**config.mk**
```make
export PLATFORM = sky130hd
export DESIGN_NAME = swc_rd_sched
export DESIGN_NICKNAME = d
export VERILOG_FILES = /design/src/rtl/swc_rd_sched.sv
export SDC_FILE = /design/constraint.sdc
export NUM_CORES = 1
export LEC_CHECK = 0
export ABC_AREA = 1
export CORE_ASPECT_RATIO = 0.8
export CORE_MARGIN = 3
export CORE_UTILIZATION = 33
export DETAILED_ROUTE_END_ITERATION = 10
export SLEW_MARGIN = 40
export SYNTH_ARGS = -nofsm -noshare
export SYNTH_HDL_FRONTEND = slang
export SYNTH_SLANG_ARGS = --single-unit
```
**constraint.sdc**
```tcl
create_clock -name clk -period 4.1 [get_ports clk]
set_clock_uncertainty 0.05 [all_clocks]
set_input_delay 0.82 -clock clk [delete_from_list [all_inputs] [get_ports clk]]
set_output_delay 0.82 -clock clk [all_outputs]
set_load 0.01 [all_outputs]
```
**src/rtl/swc_rd_sched.sv**
```systemverilog
// Weighted round-robin read scheduler: picks one queue head per cell for the shared
// SRAM read engine, honouring back-pressure, per-port cell weights and packet locks.
module swc_rd_sched #(
  parameter int NPORT      = 4,
  parameter int WW         = 4,
  parameter int DEF_WEIGHT = 1
) (
  input  logic             clk,
  input  logic             rst,
  input  logic [NPORT-1:0] req,
  input  logic [NPORT-1:0] req_last,
  input  logic [NPORT-1:0] bp,
  input  logic             cfg_wr,
  input  logic [1:0]       cfg_port,
  input  logic [WW-1:0]    cfg_weight,
  output logic             gnt_valid,
  output logic [NPORT-1:0] gnt_sel,
  output logic             gnt_last,
  input  logic             gnt_ack,
  input  logic             cell_done,
  output logic             busy
);

  localparam int PW = (NPORT > 1) ? $clog2(NPORT) : 1;

  typedef enum logic [2:0] {
    S_IDLE,
    S_ARB,
    S_REFILL,
    S_GRANT,
    S_WAIT
  } state_t;

  state_t             r_state;
  state_t             w_next;

  logic [WW-1:0]      r_weight [NPORT];
  logic [WW-1:0]      r_credit [NPORT];
  logic [NPORT-1:0]   r_gnt_sel;
  logic               r_gnt_last;
  logic [PW-1:0]      r_sel_idx;
  logic [PW-1:0]      r_rr_ptr;
  logic               r_lock;
  logic [PW-1:0]      r_lock_port;

  logic [NPORT-1:0]   w_wnz;
  logic [NPORT-1:0]   w_cnz;
  logic [NPORT-1:0]   w_elig;
  logic [NPORT-1:0]   w_cand;
  logic               w_lock_hit;
  logic               w_found;
  logic [PW-1:0]      w_pick;
  logic [PW-1:0]      w_sel_idx;
  logic               w_do_sel;
  logic               w_ack;

  function automatic logic [PW-1:0] wrap_add(input logic [PW-1:0] base, input int unsigned off);
    return PW'((32'(base) + off) % NPORT);
  endfunction

  always_comb begin
    w_wnz = '0;
    w_cnz = '0;
    for (int unsigned i = 0; i < NPORT; i++) begin
      w_wnz[i] = (r_weight[i] != '0);
      w_cnz[i] = (r_credit[i] != '0);
    end
  end

  assign w_elig     = req & ~bp & w_wnz;
  assign w_cand     = w_elig & w_cnz;
  assign w_lock_hit = r_lock && w_elig[r_lock_port];

  // Circular first-set search of cand starting at rr_ptr.
  always_comb begin
    w_found = 1'b0;
    w_pick  = '0;
    for (int unsigned k = 0; k < NPORT; k++) begin
      if (!w_found && w_cand[wrap_add(r_rr_ptr, k)]) begin
        w_found = 1'b1;
        w_pick  = wrap_add(r_rr_ptr, k);
      end
    end
  end

  assign w_sel_idx = w_lock_hit ? r_lock_port : w_pick;
  assign w_ack     = (r_state == S_GRANT) && gnt_ack;

  // IDLE jumps straight to REFILL when nothing has credit, so a refill costs one extra cycle.
  always_comb begin
    w_next   = r_state;
    w_do_sel = 1'b0;
    unique case (r_state)
      S_IDLE: begin
        if (w_elig != '0) begin
          w_next = (w_lock_hit || (w_cand != '0)) ? S_ARB : S_REFILL;
        end
      end
      S_ARB: begin
        if (w_lock_hit) begin
          w_do_sel = 1'b1;
          w_next   = S_GRANT;
        end else if (w_elig == '0) begin
          w_next = S_IDLE;
        end else if (w_cand == '0) begin
          w_next = S_REFILL;
        end else begin
          w_do_sel = 1'b1;
          w_next   = S_GRANT;
        end
      end
      S_REFILL: w_next = S_ARB;
      S_GRANT: begin
        if (gnt_ack) begin
          w_next = S_WAIT;
        end else if ((w_elig & r_gnt_sel) == '0) begin
          w_next = S_IDLE;
        end
      end
      S_WAIT: begin
        if (cell_done) w_next = S_IDLE;
      end
      default: w_next = S_IDLE;
    endcase
  end

  always_ff @(posedge clk or posedge rst) begin
    if (rst) r_state <= S_IDLE;
    else     r_state <= w_next;
  end

  always_ff @(posedge clk or posedge rst) begin
    if (rst) begin
      r_gnt_sel   <= '0;
      r_gnt_last  <= 1'b0;
      r_sel_idx   <= '0;
      r_rr_ptr    <= '0;
      r_lock      <= 1'b0;
      r_lock_port <= '0;
      for (int unsigned i = 0; i < NPORT; i++) begin
        r_credit[i] <= '0;
        r_weight[i] <= WW'(DEF_WEIGHT);
      end
    end else begin
      if (w_do_sel) begin
        r_gnt_sel  <= NPORT'(1) << w_sel_idx;
        r_gnt_last <= req_last[w_sel_idx];
        r_sel_idx  <= w_sel_idx;
      end
      if (r_state == S_REFILL) begin
        for (int unsigned i = 0; i < NPORT; i++) r_credit[i] <= r_weight[i];
      end
      if (w_ack) begin
        if (r_credit[r_sel_idx] != '0) r_credit[r_sel_idx] <= r_credit[r_sel_idx] - WW'(1);
        if (!r_gnt_last) begin
          r_lock      <= 1'b1;
          r_lock_port <= r_sel_idx;
          r_rr_ptr    <= r_sel_idx;
        end else begin
          r_lock   <= 1'b0;
          r_rr_ptr <= (r_credit[r_sel_idx] <= WW'(1)) ? wrap_add(r_sel_idx, 1) : r_sel_idx;
        end
      end
      if (cfg_wr) begin
        r_weight[cfg_port] <= cfg_weight;
        if ((cfg_weight == '0) && (r_lock_port == PW'(cfg_port))) r_lock <= 1'b0;
      end
    end
  end

  assign gnt_valid = (r_state == S_GRANT);
  assign gnt_sel   = r_gnt_sel;
  assign gnt_last  = r_gnt_last;
  assign busy      = (r_state != S_IDLE);

endmodule
```
==> results.yml <==
run_status:
  status: "finished clean"
sta:
  post-route-min-period_ps: 2740
  rsz0062_at_grt: "no"
  finalHoldViolCount: 0
  worst_slack_ps: 1360
  maxSlewViolCount: 0
  fmax_mhz: 365
  period_share_pct: 66.8
  tns_ps: 0
  tightestPinTransition_ps: 748
  slew_headroom_pct: 50.0
  setup_viol: 0
worst_setup_path:
  path_class: "flop to output pin"
  critPathLaunchType: "flop"
  worst-r2r-setup-slack_ps: 1460
  required_ps: 3230
  end_kind: "output pin"
  crit_arrival_ps: 1870
  path_max_fanout: 16
floorplanning:
  die_y_um: 91.3
  num_rows: 30
  die_w_um: 113
  ios: 30
  core_um2: 8670
  fp.dieArea_um2: 10300
  initial_utilization_pct: 34.6
yosys:
  syn_nets: 423
  synth_cells: 393
  syn_area_um2: 3000
  synthTopCellsByArea: "dfrtp_1 (36%), nand2_1 (12%), nand3_1 (6.2%), nand4_1 (4.6%), o21ai_0 (4.2%)"
  ys_types: 41
  yosysWarnings: 0
  synth_area_leader_cell: "dfrtp_1"
  yosysTopAreaCellShare_pct: 35.8
  ys_seq_area_share_pct: 39.3
  ys_seq_elements: 47
  syn_avg_cell_area_um2: 7.64
clocking:
  numCtsBuffers: 5
  post_cts_buffers: 0
  htreeDepth: 2
  cts_tree: "done"
  cts.sinks: 47
  ctsResizeCount: 0
  root_buffer: "clkbuf_16"
  clk_latency_ps: 290
  clock_path_buffers: 2
  cts_hold_buf: 0
  path_clk_slew_ps: 70
routing:
  drtIter0Drc: 170
  route.detailed.wl_per_inst_um: 15.3
  drcViolationCount: 0
  vias_per_cell: 5.37
  num_vias: 2855
  finalWirelength_um: 8160
  antenna_left: 0
  dr.pass1.iters: 5
global_routing:
  grt_usage_pct: 16.3
  overflow: 0
  grt_pass1_wl_um: 13200
  first_global_vias: 2507
  antenna_found_initial: 0
  grt_start_max_net_pins: 48
placed_design:
  io_buffers: 29
  dp_slack_ps: 1140
  dp_cells: 524
  gp_congestion: 0.933
  place_hpwl_um: 6240
finish:
  final_cells: 532
  n_antenna_cell: 0
  drive_gt1_share_pct: 12.4
  fin_nets: 449
  area_growth_syn_to_layout_pct: 17.3
  fillers: 885
pwr:
  cellLeakagePower_nw: 1.63
  cellPowerDensity_nw_per_um2: 798
  peakVddDrop_mv: 0.433
min_path:
  hp-class: "flop to flop"
flow_run:
  max_cap_violations: 0
## metal layers
metal  track usage, %  up-vias  share of wire [%]
li1                 -     1394                  -
met1             25.1     1357                 49
met2             22.9       94                 43
met3             3.53       10                6.8
met4             3.80        0                1.1
met5                0        -                  0
## area by class of cell
| class | instances | area, um2 | area share (%) |
|---|---|---|---|
| tap | 112 | 140 | 3.98 |
| clock inverter | 3 | 22.5 | 0.639 |
| sequential | 47 | 1180 | 33.5 |
| timing repair buffer | 29 | 290 | 8.24 |
| inverter | 39 | 149 | 4.23 |
| clock buffer | 5 | 125 | 3.55 |
| multi-input combinational | 297 | 1620 | 45.8 |
## report_power, final
part,internal [mW],total [mW],switching (mW),leakage (nW)
combinational,0.572,1.56,0.988,0.977
clock,0.229,0.418,0.190,0.0742
sequential,0.634,0.834,0.199,0.581
## worst max-delay path: stages, from the launching register on
cell and delay, ps:
dfrtp_1 390, clkinv_1 370, nand2_1 250, clkdlybuf4s50_1 560
## stage by stage
step	area [um2]	power, mW	utilization [%]	hold WS (ps)
after CTS	3520	2.81	40.6	459
after global placement	3370	2.37	38.9	440
after global routing	3520	3.05	40.6	480
after detailed placement	3380	2.38	38.9	448
final	3520	2.81	40.6	457
after floorplan	3000	1.99	-	421
## worst paths after layout
path / end / from / cells after the start
max: busy / r_state[2] / 3
min: r_weight[12] / r_weight[12] / 2
max reg2reg: r_credit[7] / r_sel_idx[0] / 9
min reg2reg: r_weight[12] / r_weight[12] / 2
max in group asynchronous: gnt_last / rst / 2
min in group asynchronous: r_credit[13] / rst / 2
## cells in the mapped netlist, drive strengths merged
cell,count
buf,6
or2,1
o41ai,1
clkinv,1
o21ai,32
o211ai,1
a21boi,1
xor2,2
xnor2,1
a32oi,1
inv,38
clkbuf,4
mux2,4
a211oi,1
nand3,42
dfstp,4
a31oi,13
nand3b,1
a32o,3
dfrtp,43
o22ai,4
a21oi,8
nor4,1
nand4,24
nor2,40
nor3,3
nand2,106
ha,7
## sequential cells by signal (all words and copies together), names as in the netlist
name and flops:
gnt_sel 4, r_credit 16, r_weight 16, r_sel_idx 2
r_rr_ptr 2, r_lock 1, gnt_last 1, r_lock_port 2
r_state 3
## cells by family after synthesis
logic type	synth area share, %
buf+inv	6.91
mux	1.50
fa+ha+maj	2.92
simple gates	35.0
xor+xnor	1.12
compound gates	13.2
flops	39.3
## placed cells by master (no fill, tap or decap), types with 3 or more instances in the layout
master,count
nand2_1,97
dfrtp_1,43
nand3_1,37
nor2_1,33
inv_1,31
clkdlybuf4s50_1,29
o21ai_0,25
nand4_1,22
a31oi_1,13
a21oi_1,7
o21ai_1,7
ha_1,7
inv_2,6
nand2_2,6
nand3_2,5
clkbuf_16,5
nor2_2,4
mux2_2,4
dfstp_2,4
nor3_1,3
a32o_1,3
nand2_4,3
nor2_4,3
No activity file was read; power rests on OpenSTA's default activity.
